==> src/rtl/neopix_chain_tx_pkg.sv <==
// neopix_chain_tx_pkg: shared types and helpers for the LED chain driver.
// FSM state encoding, wire-order byte lanes and ns-to-cycle conversion.
package neopix_chain_tx_pkg;

  typedef enum logic [2:0] {
    S_GAP,
    S_IDLE,
    S_REQ,
    S_LOAD,
    S_BIT
  } state_t;

  // Byte lanes in wire order, first lane in the pixel MSBs.
  typedef enum int {
    LANE_G = 0,
    LANE_R = 1,
    LANE_B = 2,
    LANE_W = 3
  } lane_e;

  // Truncating conversion; 64-bit so long gaps at high clocks fit.
  function automatic int ns2cyc(input longint clk_hz,
                                input longint ns);
    return int'((clk_hz / 64'd1000) * ns / 64'd1000000);
  endfunction

  // Legal formats end on the B lane (RGB) or the W lane (RGBW).
  function automatic bit bpl_ok(input int bpl);
    return (bpl - 1 == int'(LANE_B)) ||
           (bpl - 1 == int'(LANE_W));
  endfunction

endpackage

==> src/rtl/neopix_bit_gen.sv <==
// neopix_bit_gen: per-bit cycle counter and pulse shaper.
// i_en/i_bit in; o_do line level, o_bit_last and o_pf_slot strobes.
module neopix_bit_gen #(
  parameter int CYC_BIT = 62,
  parameter int CYC_T0H = 20,
  parameter int CYC_T1H = 40
) (
  input  logic i_clk,
  input  logic i_reset,
  input  logic i_en,
  input  logic i_bit,
  output logic o_do,
  output logic o_bit_last,
  output logic o_pf_slot
);

  localparam int CW = $clog2(CYC_BIT);
  localparam logic [CW-1:0] LAST = CW'(CYC_BIT - 1);
  localparam logic [CW-1:0] PF   = CW'(CYC_BIT - 3);
  localparam logic [CW-1:0] T0H  = CW'(CYC_T0H);
  localparam logic [CW-1:0] T1H  = CW'(CYC_T1H);

  logic [CW-1:0] r_cnt;
  logic [CW-1:0] w_thr;

  always_ff @(posedge i_clk) begin
    if (i_reset || !i_en) begin
      r_cnt <= '0;
    end else if (r_cnt == LAST) begin
      r_cnt <= '0;
    end else begin
      r_cnt <= r_cnt + CW'(1);
    end
  end

  assign w_thr      = i_bit ? T1H : T0H;
  assign o_do       = i_en && (r_cnt < w_thr);
  assign o_bit_last = i_en && (r_cnt == LAST);
  assign o_pf_slot  = i_en && (r_cnt == PF);

endmodule

==> src/rtl/neopix_chain_tx.sv <==
// neopix_chain_tx: serialises a WS2812B/SK6812 chain from a frame buffer.
// Ports: clk_i/reset_i, start_i/repeat_i/led_count_i control, busy_o/done_o
// status, data_request_o/address_o/pixel_i fetch, do_o serial line.
module neopix_chain_tx
  import neopix_chain_tx_pkg::*;
#(
  parameter int NUM_LEDS      = 8,
  parameter int SYSTEM_CLOCK  = 50_000_000,
  parameter int BYTES_PER_LED = 3,
  parameter int BIT_NS        = 1250,
  parameter int T0H_NS        = 400,
  parameter int T1H_NS        = 800,
  parameter int RESET_NS      = 80_000
) (
  input  logic                            clk_i,
  input  logic                            reset_i,
  input  logic                            start_i,
  input  logic                            repeat_i,
  input  logic [$clog2(NUM_LEDS+1)-1:0]   led_count_i,
  output logic                            busy_o,
  output logic                            done_o,
  output logic                            data_request_o,
  output logic [$clog2(NUM_LEDS)-1:0]     address_o,
  input  logic [8*BYTES_PER_LED-1:0]      pixel_i,
  output logic                            do_o
);

  localparam int CYC_BIT = ns2cyc(SYSTEM_CLOCK, BIT_NS);
  localparam int CYC_T0H = ns2cyc(SYSTEM_CLOCK, T0H_NS);
  localparam int CYC_T1H = ns2cyc(SYSTEM_CLOCK, T1H_NS);
  localparam int CYC_RST = ns2cyc(SYSTEM_CLOCK, RESET_NS);

  localparam int NB = 8 * BYTES_PER_LED;
  localparam int NW = $clog2(NUM_LEDS + 1);
  localparam int AW = $clog2(NUM_LEDS);
  localparam int BW = $clog2(NB);
  localparam int GW = $clog2(CYC_RST + 1);

  localparam logic [NW-1:0] NMAX  = NW'(NUM_LEDS);
  localparam logic [BW-1:0] BLAST = BW'(NB - 1);
  localparam logic [GW-1:0] GLAST = GW'(CYC_RST - 1);

  if (!bpl_ok(BYTES_PER_LED)) begin : g_bad_bpl
    $error("BYTES_PER_LED must be 3 or 4");
  end
  if (CYC_BIT < 4) begin : g_bad_bit
    $error("bit period too short for the prefetch slot");
  end
  if (!(CYC_T0H < CYC_T1H && CYC_T1H < CYC_BIT)) begin : g_bad_hi
    $error("need CYC_T0H < CYC_T1H < CYC_BIT");
  end
  if (CYC_RST < 1) begin : g_bad_rst
    $error("reset gap must be at least one cycle");
  end
  if (NUM_LEDS < 2) begin : g_bad_num
    $error("NUM_LEDS must be at least 2");
  end

  state_t        r_state;
  state_t        w_next;
  logic          r_s1;
  logic          r_s2;
  logic          r_pend;
  logic [NW-1:0] r_n;
  logic [AW-1:0] r_led;
  logic [AW-1:0] r_addr;
  logic [BW-1:0] r_bit;
  logic [NB-1:0] r_shift;
  logic [NB-1:0] r_shadow;
  logic          r_fetch;
  logic [GW-1:0] r_gap;

  logic          w_edge;
  logic [NW-1:0] w_n_in;
  logic [NW-1:0] w_led_nx;
  logic          w_more;
  logic          w_last_bit;
  logic          w_in_bit;
  logic          w_bit_end;
  logic          w_pf_slot;
  logic          w_pf;
  logic          w_done;
  logic          w_req;
  logic [AW-1:0] w_addr;

  assign w_edge     = r_s1 & ~r_s2;
  assign w_n_in     = (led_count_i > NMAX) ? NMAX : led_count_i;
  assign w_led_nx   = NW'(r_led) + NW'(1);
  assign w_more     = w_led_nx < r_n;
  assign w_last_bit = r_bit == BLAST;
  assign w_in_bit   = r_state == S_BIT;
  // Next LED is fetched only from the final bit of the current one.
  assign w_pf       = w_pf_slot && w_last_bit && w_more;

  neopix_bit_gen #(
    .CYC_BIT (CYC_BIT),
    .CYC_T0H (CYC_T0H),
    .CYC_T1H (CYC_T1H)
  ) u_bit_gen (
    .i_clk      (clk_i),
    .i_reset    (reset_i),
    .i_en       (w_in_bit),
    .i_bit      (r_shift[NB-1]),
    .o_do       (do_o),
    .o_bit_last (w_bit_end),
    .o_pf_slot  (w_pf_slot)
  );

  always_comb begin
    w_next = r_state;
    w_done = 1'b0;
    w_req  = 1'b0;
    w_addr = r_addr;
    unique case (r_state)
      S_GAP: begin
        if (r_gap == GLAST) w_next = S_IDLE;
      end
      S_IDLE: begin
        if (r_pend || repeat_i) w_next = S_REQ;
      end
      S_REQ: begin
        if (w_n_in == '0) begin
          w_done = 1'b1;
          w_next = S_GAP;
        end else begin
          w_req  = 1'b1;
          w_addr = '0;
          w_next = S_LOAD;
        end
      end
      S_LOAD: begin
        w_next = S_BIT;
      end
      S_BIT: begin
        if (w_pf) begin
          w_req  = 1'b1;
          w_addr = r_led + AW'(1);
        end
        if (w_bit_end && w_last_bit && !w_more) begin
          w_done = 1'b1;
          w_next = S_GAP;
        end
      end
      default: begin
        w_next = S_GAP;
      end
    endcase
  end

  always_ff @(posedge clk_i) begin
    if (reset_i) begin
      r_state  <= S_GAP;
      r_s1     <= 1'b0;
      r_s2     <= 1'b0;
      r_pend   <= 1'b0;
      r_n      <= '0;
      r_led    <= '0;
      r_addr   <= '0;
      r_bit    <= '0;
      r_shift  <= '0;
      r_shadow <= '0;
      r_fetch  <= 1'b0;
      r_gap    <= '0;
    end else begin
      r_state <= w_next;
      r_s1    <= start_i;
      r_s2    <= r_s1;
      // A fresh edge wins over the clear so it is never lost.
      if (w_edge) begin
        r_pend <= 1'b1;
      end else if (r_state == S_IDLE && w_next == S_REQ) begin
        r_pend <= 1'b0;
      end
      if (r_state == S_GAP && w_next == S_GAP) begin
        r_gap <= r_gap + GW'(1);
      end else begin
        r_gap <= '0;
      end
      r_addr  <= (w_next == S_GAP) ? '0 : w_addr;
      r_fetch <= w_in_bit && w_pf;
      if (r_fetch) r_shadow <= pixel_i;
      if (r_state == S_REQ) begin
        r_n   <= w_n_in;
        r_led <= '0;
      end
      if (r_state == S_LOAD) begin
        r_shift <= pixel_i;
        r_bit   <= '0;
      end else if (w_in_bit && w_bit_end) begin
        if (w_last_bit) begin
          r_bit   <= '0;
          r_shift <= r_shadow;
          r_led   <= r_led + AW'(1);
        end else begin
          r_bit   <= r_bit + BW'(1);
          r_shift <= {r_shift[NB-2:0], 1'b0};
        end
      end
    end
  end

  assign busy_o         = r_state != S_IDLE;
  assign done_o         = w_done;
  assign data_request_o = w_req;
  assign address_o      = w_addr;

endmodule
==> config.mk <==
export PLATFORM = sky130hd
export DESIGN_NAME = neopix_chain_tx
export DESIGN_NICKNAME = d
export VERILOG_FILES = /design/src/rtl/neopix_chain_tx_pkg.sv /design/src/rtl/neopix_bit_gen.sv /design/src/rtl/neopix_chain_tx.sv
export SDC_FILE = /design/constraint.sdc
export NUM_CORES = 1
export LEC_CHECK = 0
export CORE_MARGIN = 5
export CORE_UTILIZATION = 40
export DETAILED_ROUTE_END_ITERATION = 7
export PLACE_DENSITY_LB_ADDON = 0.2
export SETUP_SLACK_MARGIN = 0.05
export SYNTH_ARGS = -nofsm -noshare
export SYNTH_HDL_FRONTEND = slang
export SYNTH_SLANG_ARGS = --single-unit
export TNS_END_PERCENT = 10
==> constraint.sdc <==
create_clock -name clk_i -period 5 [get_ports clk_i]
set_clock_uncertainty 0.2 [all_clocks]
set_input_delay 0.75 -clock clk_i [delete_from_list [all_inputs] [get_ports clk_i]]
set_output_delay 0.75 -clock clk_i [all_outputs]
set_load 0.02 [all_outputs]
[After elaboration in Yosys (flattened, before gate mapping)]
Cells that the tools add are included.
Cells by class
  add/subtract/negate cells: 5
  magnitude comparators: 3
  equal/unequal tests: 10
  multiplexer cells: 26
  bitwise gates (word level): 3
  reduce and logical (&&, ||, !) cells: 24
Operator list (number)
  24-bit 2-to-1 mux: 3
  3-bit 2-to-1 mux: 9
  3-bit one-hot mux with 5 select lines: 1
  12-bit by 1-bit adder with 12-bit output, second input constant: 1
  12-bit == test, second input constant: 1
  6-bit == test, second input constant: 2
  1-bit logical AND: 11
  3-bit by 2-bit == test with 1-bit output, second input constant: 3
  2-bit OR reduction: 4
  6-bit by 1-bit adder with 6-bit output, second input constant: 1
  3-bit logical NOT: 2
  6-bit less-than comparator: 1
  1-bit 2-to-1 mux: 6
  6-bit 2-to-1 mux: 1
  3-bit one-hot mux with 2 select lines: 1
  5-bit by 1-bit adder with 5-bit output, second input constant: 1
  5-bit == test, second input constant: 1
  5-bit 2-to-1 mux: 1
  3-bit by 1-bit adder with 4-bit output, second input constant: 1
  4-bit > comparator, second input constant: 1
  4-bit logical NOT: 1
  4-bit less-than comparator: 1
  4-bit 2-to-1 mux: 1
  1-bit one-hot mux with 2 select lines: 2
  10 further kinds: 14
Word-level totals
  register bits: 88
  input port bits: 32
  output and inout port bits: 7
  logic and storage cells: 84

[Longest topological paths before layout]
  depth in word-level cells: 10
  gate-level depth with buffers: 9

[Hierarchy]
A second synthesis with hierarchy kept.
Second synthesis, totals
  cells, all modules: 444
  area total of the unflattened synthesis: 4045.1 µm²
Modules (own cells, without submodules)
  neopix_chain_tx: times used 1, cells each 404, area each 3701.0 µm², sequential area each 1641.6 µm²
  neopix_bit_gen: times used 1, cells each 40, area each 344.1 µm², sequential area each 120.1 µm²

[Worst setup path after synthesis]
No wires, ideal clock.
  kind: register to output
  start: reg r_led[0]
  end: out address_o[0]
  data arrival time: 2.102 ns
  required time: 4.050 ns
  setup slack: 1.948 ns
  stages on the path, launching flop included: 8
  path through: dfxtp_1 > ha_1 > xor2_1 > ha_1 > or3_1 > o22ai_1 > nand4_1 > mux2i_1
Between the ends
  cells in the longest elaborated chain, start to end: 5
  elaborated cells on any way between the ends: 6
RTL lines
  start: declaration: line neopix_chain_tx.sv:65  | logic [AW-1:0] r_led;
  start signal: assignment: line neopix_chain_tx.sv:193  | r_led <= r_led + AW'(1);
  3-bit by 1-bit adder with 4-bit output: line neopix_chain_tx.sv:88  | assign w_led_nx = NW'(r_led) + NW'(1);
  4-bit less-than comparator: line neopix_chain_tx.sv:89  | assign w_more = w_led_nx < r_n;
  1-bit logical AND: line neopix_chain_tx.sv:93  | assign w_pf = w_pf_slot && w_last_bit && w_more;
  3-bit 2-to-1 mux *: line neopix_chain_tx.sv:135  | if (w_pf) begin
  3-bit one-hot mux with 2 select lines *: line neopix_chain_tx.sv:114  | unique case (r_state)
  end: declaration: line neopix_chain_tx.sv:23  | output logic [$clog2(NUM_LEDS)-1:0] address_o,
Every way passes the cells marked *; elsewhere a longest branch is shown, timed or not.

[Worst setup path in the final report]
  start: reg r_led[0]
  end: out address_o[2]
Same word-level chain as after synthesis.

==> metrics.txt <==
# TYPE chip_impl_metric gauge
chip_impl_metric{name="ys_ff_latch",unit=""} 88
chip_impl_metric{name="post-cts-setup-buffers",unit=""} 0
chip_impl_metric{name="worstMarginPinSlew",unit="ns"} 1.00
chip_impl_metric{name="critical_path_cell_count",unit=""} 8
chip_impl_info{name="post-synth-top-area-cell",value="dfxtp_1"} 1
chip_impl_metric{name="io_buffer_count",unit=""} 38
chip_impl_metric{name="yosysUniqueCellTypes",unit=""} 44
chip_impl_info{name="result_of_the_run",value="finished clean"} 1
chip_impl_metric{name="crit_path_max_incr_delay",unit="ns"} 0.60
chip_impl_metric{name="finalWorstPathRequiredPeriod",unit="ns"} 4.11
chip_impl_metric{name="clock_tree.buffer_depth",unit=""} 2
chip_impl_info{name="crit_family",value="simple AND/OR/NAND/NOR gates"} 1
chip_impl_metric{name="hold_buffers",unit=""} 0
chip_impl_info{name="kind_of_start_point_of_the_critical_path",value="register"} 1
chip_impl_metric{name="grt_start_max_net_pins",unit=""} 43
chip_impl_metric{name="drt_drc_violations_left",unit=""} 0
chip_impl_metric{name="gp_congestion",unit=""} 0.787
chip_impl_metric{name="remaining_global_route_overflow",unit=""} 0
chip_impl_metric{name="grt_first_pass_wirelength",unit="um"} 14200
chip_impl_metric{name="via_count_of_the_first_global_routing_pass",unit=""} 2994
chip_impl_info{name="post_synth_main_area_contributors",value="dfxtp_1, nor2_1, mux2i_1"} 1
chip_impl_metric{name="synthesized_cell_area",unit="sq mm"} 0.00385
chip_impl_metric{name="area.growth.synth_to_final",unit="%"} 17.4
chip_impl_metric{name="clock_sink_count",unit=""} 88
chip_impl_metric{name="final_min_period_over_clock_period",unit="%"} 82.2
chip_impl_metric{name="final_setup_violating_endpoints",unit=""} 0
chip_impl_info{name="global_route.peak_usage_layer",value="met2"} 1
chip_impl_metric{name="start_util",unit="%"} 41.2
chip_impl_metric{name="synth.top_cell.area_share",unit="%"} 45.8
chip_impl_metric{name="antenna_cell_count",unit=""} 0
chip_impl_metric{name="drt-wirelength-per-cell",unit="um"} 13.7
chip_impl_metric{name="fin_setup_tns",unit="ns"} 0
chip_impl_info{name="yosys.cell_count.top_type",value="dfxtp_1"} 1
chip_impl_metric{name="number_of_antenna_violations_at_the_first_check_in_global_routing",unit=""} 0
chip_impl_metric{name="timing.final.hold_violations",unit=""} 0
chip_impl_metric{name="syn_inst",unit=""} 448
chip_impl_metric{name="timing.critical_path.required",unit="ns"} 4.05
chip_impl_metric{name="synth_seq_area_share",unit="%"} 45.8
chip_impl_metric{name="die_width",unit="um"} 108
chip_impl_metric{name="via_count",unit=""} 3157
chip_impl_info{name="synthFlopType",value="dfxtp_1"} 1
chip_impl_metric{name="detail_route.first_pass.iterations",unit=""} 4
chip_impl_info{name="ctsRootBufferMaster",value="clkbuf_8"} 1
chip_impl_info{name="cp_cell_sequence",value="ha_1 > xor2_1 > ha_1 > or3_1 > o22ai_1 > nand4_1 > mux2_2 > clkdlybuf4s50_1"} 1
chip_impl_metric{name="timing.final.ws_setup",unit="ns"} 0.889
chip_impl_metric{name="cts_inserted_buffers",unit=""} 9
chip_impl_metric{name="detailedPlacementHpwl",unit="um"} 5500
chip_impl_metric{name="postRouteWirelength",unit="um"} 8390
chip_impl_metric{name="route.detailed.vias_per_inst",unit=""} 5.16
chip_impl_metric{name="total_power_per_unit_cell_area",unit="mW/mm^2"} 271
chip_impl_info{name="crit_path_frequent_cell",value="ha_1"} 1
chip_impl_info{name="cp-end-kind",value="output pin"} 1
chip_impl_metric{name="r2r.worst_path.cells",unit=""} 4
chip_impl_metric{name="gr-usage-all-layers",unit="%"} 15.0
chip_impl_metric{name="synth_area_per_cell",unit="sq um"} 8.59
chip_impl_metric{name="critical_path_peak_fanout",unit=""} 6
chip_impl_info{name="critPathSlowestCell",value="clkdlybuf4s50_1"} 1
chip_impl_metric{name="placement_rows",unit=""} 35
chip_impl_metric{name="floorplan.die.height",unit="um"} 108
chip_impl_info{name="worstSetupPathType",value="reg -> out"} 1
chip_impl_metric{name="worst_setup_hold_path_clk_slew",unit="ns"} 0.09
chip_impl_metric{name="post_route_cells_drive_above_1_share",unit="%"} 5.38
chip_impl_metric{name="slew-limit-headroom",unit="%"} 33.2
chip_impl_metric{name="final_antenna_net_count",unit=""} 0
chip_impl_metric{name="cap_viol_max_count",unit=""} 0
chip_impl_metric{name="timing.hold.worst_path_depth",unit=""} 2
chip_impl_metric{name="initialDrtViolationCount",unit=""} 151
chip_impl_metric{name="synth_fp_nets",unit=""} 491
chip_impl_metric{name="synth-async-reset-ratio",unit="%"} 0
chip_impl_metric{name="power.ir.vdd_worst",unit="mV"} 0.125
chip_impl_metric{name="worstPathArrival",unit="ns"} 3.16
chip_impl_metric{name="crit_buf_inv",unit=""} 1
chip_impl_metric{name="power_leakage",unit="uW"} 0.00152
chip_impl_metric{name="postLayoutCoreUtil",unit="%"} 48.4
chip_impl_info{name="rsz0062_at_grt",value="false"} 1
chip_impl_metric{name="yosys_warnings",unit=""} 0
chip_impl_metric{name="dpl_worst_slack",unit="ns"} 1.20
chip_impl_metric{name="dieArea",unit="sq mm"} 0.0117
chip_impl_metric{name="global_route.usage.met1",unit="%"} 20.3
chip_impl_metric{name="core",unit="sq mm"} 0.00933
chip_impl_info{name="worstHoldPathType",value="reg -> reg"} 1
chip_impl_metric{name="clock_insertion_delay_worst_skew",unit="ns"} 0.36
chip_impl_metric{name="met2_usage",unit="%"} 24.1
chip_impl_metric{name="max_clock_freq",unit="MHz"} 243
chip_impl_metric{name="finish.net_count",unit=""} 521
chip_impl_metric{name="synth_enable_flop_cells",unit=""} 0
chip_impl_metric{name="postCtsResizedCells",unit=""} 0
chip_impl_info{name="post_synth_most_frequent_cells",value="dfxtp_1, nor2_1, nand2_1, a21oi_1, mux2i_1"} 1
chip_impl_metric{name="slew_viol_final",unit=""} 0
chip_impl_metric{name="htreeDepth",unit=""} 3
chip_impl_info{name="clock_tree_from_tritoncts",value="built"} 1
chip_impl_metric{name="ios",unit=""} 39
chip_impl_metric{name="grtUsageMet3",unit="%"} 3.16
[worst register-to-register path, cell delays in order (launching register included)]
cell,delay (ns)
dfxtp_1,0.46
or3b_4,0.46
or3_1,0.73
or4b_1,0.63
a211oi_1,0.25
[per-stage QoR]
| step | hold WS, ns | area, sq um | instances | power [uW] |
|---|---|---|---|---|
| floorplan | 0.226 | 3850 | 448 | 736 |
| detailed placement | 0.249 | 4330 | 596 | 769 |
| CTS | 0.265 | 4520 | 612 | 1240 |
| finish | 0.261 | 4520 | 612 | 1230 |
| global route | 0.281 | 4520 | 612 | 1280 |
| global placement | 0.245 | 4330 | 596 | 769 |
[state kept, by name (all words and copies together), names as in the netlist]
signal,cells
r_fetch,1
r_pend,1
r_led,3
r_shadow,24
r_s2,1
r_n,4
r_state,3
r_s1,1
r_gap,12
r_addr,3
u_bit_gen.r_cnt,6
r_shift,24
r_bit,5
[worst paths after layout]
check,slack (ns),from,to
max,0.89,r_led[0],address_o[2]
min,0.26,r_n[1],r_n[1]
max reg2reg,2.19,r_state[2],r_bit[4]
min reg2reg,0.26,r_n[1],r_n[1]
[logic make-up after synthesis]
kind of cell | after synthesis | synth area share [%]
AOI/OAI and AO/OA | 74 | 12.6
adders and majority gates | 11 | 3.58
DFF | 88 | 45.8
and+or+nand+nor | 199 | 23.7
muxes | 28 | 7.32
xor gates and xnor gates | 17 | 3.87
buffers and inverters | 31 | 3.09
[cell usage in the layout, fill, tap and decap left out, types with 3 or more instances in the layout]
| master | Yosys | layout |
|---|---|---|
| dfxtp_1 | 88 | 88 |
| nor2_1 | 78 | 78 |
| nand2_1 | 65 | 65 |
| clkdlybuf4s50_1 | 0 | 37 |
| a21oi_1 | 34 | 34 |
| mux2i_1 | 27 | 27 |
| a221oi_1 | 23 | 23 |
| ha_1 | 11 | 11 |
| xor2_1 | 10 | 10 |
| clkbuf_8 | 0 | 10 |
| nand3_1 | 7 | 7 |
| xnor2_1 | 7 | 7 |
| inv_1 | 6 | 6 |
| buf_4 | 0 | 6 |
| and3_1 | 5 | 5 |
| or3_1 | 5 | 5 |
| nor3_1 | 5 | 5 |
| nand3b_1 | 5 | 5 |
| nor3b_1 | 4 | 4 |
| nand4_1 | 4 | 4 |
| o21ai_0 | 4 | 4 |
| inv_6 | 0 | 4 |
| and4_1 | 3 | 3 |
| nor2b_1 | 3 | 3 |
| and2_1 | 3 | 3 |
[power by group]
group	switching, uW	internal [uW]
Sequential	2.71	704
Clock	273	201
Combinational	19.9	26.0
Total	295	931
[metal layers]
layer / share of wire [%] / vias up / wire length (um)
met4: 1.3 / 0 / 108
met3: 3.5 / 11 / 290
met2: 46 / 51 / 3860
met5: 0 / - / 0
met1: 49 / 1471 / 4130
li1: - / 1624 / -
[cell type report]
class	count	area (sq um)
inverters	6	22.5
multi-input cells	329	1970
flip-flops and latches	88	1760
well taps	129	161
clock inverters	6	47.5
repair buffers	44	420
clock buffers	10	138
fillers	909	4810
No activity file was read; power rests on OpenSTA's default activity.
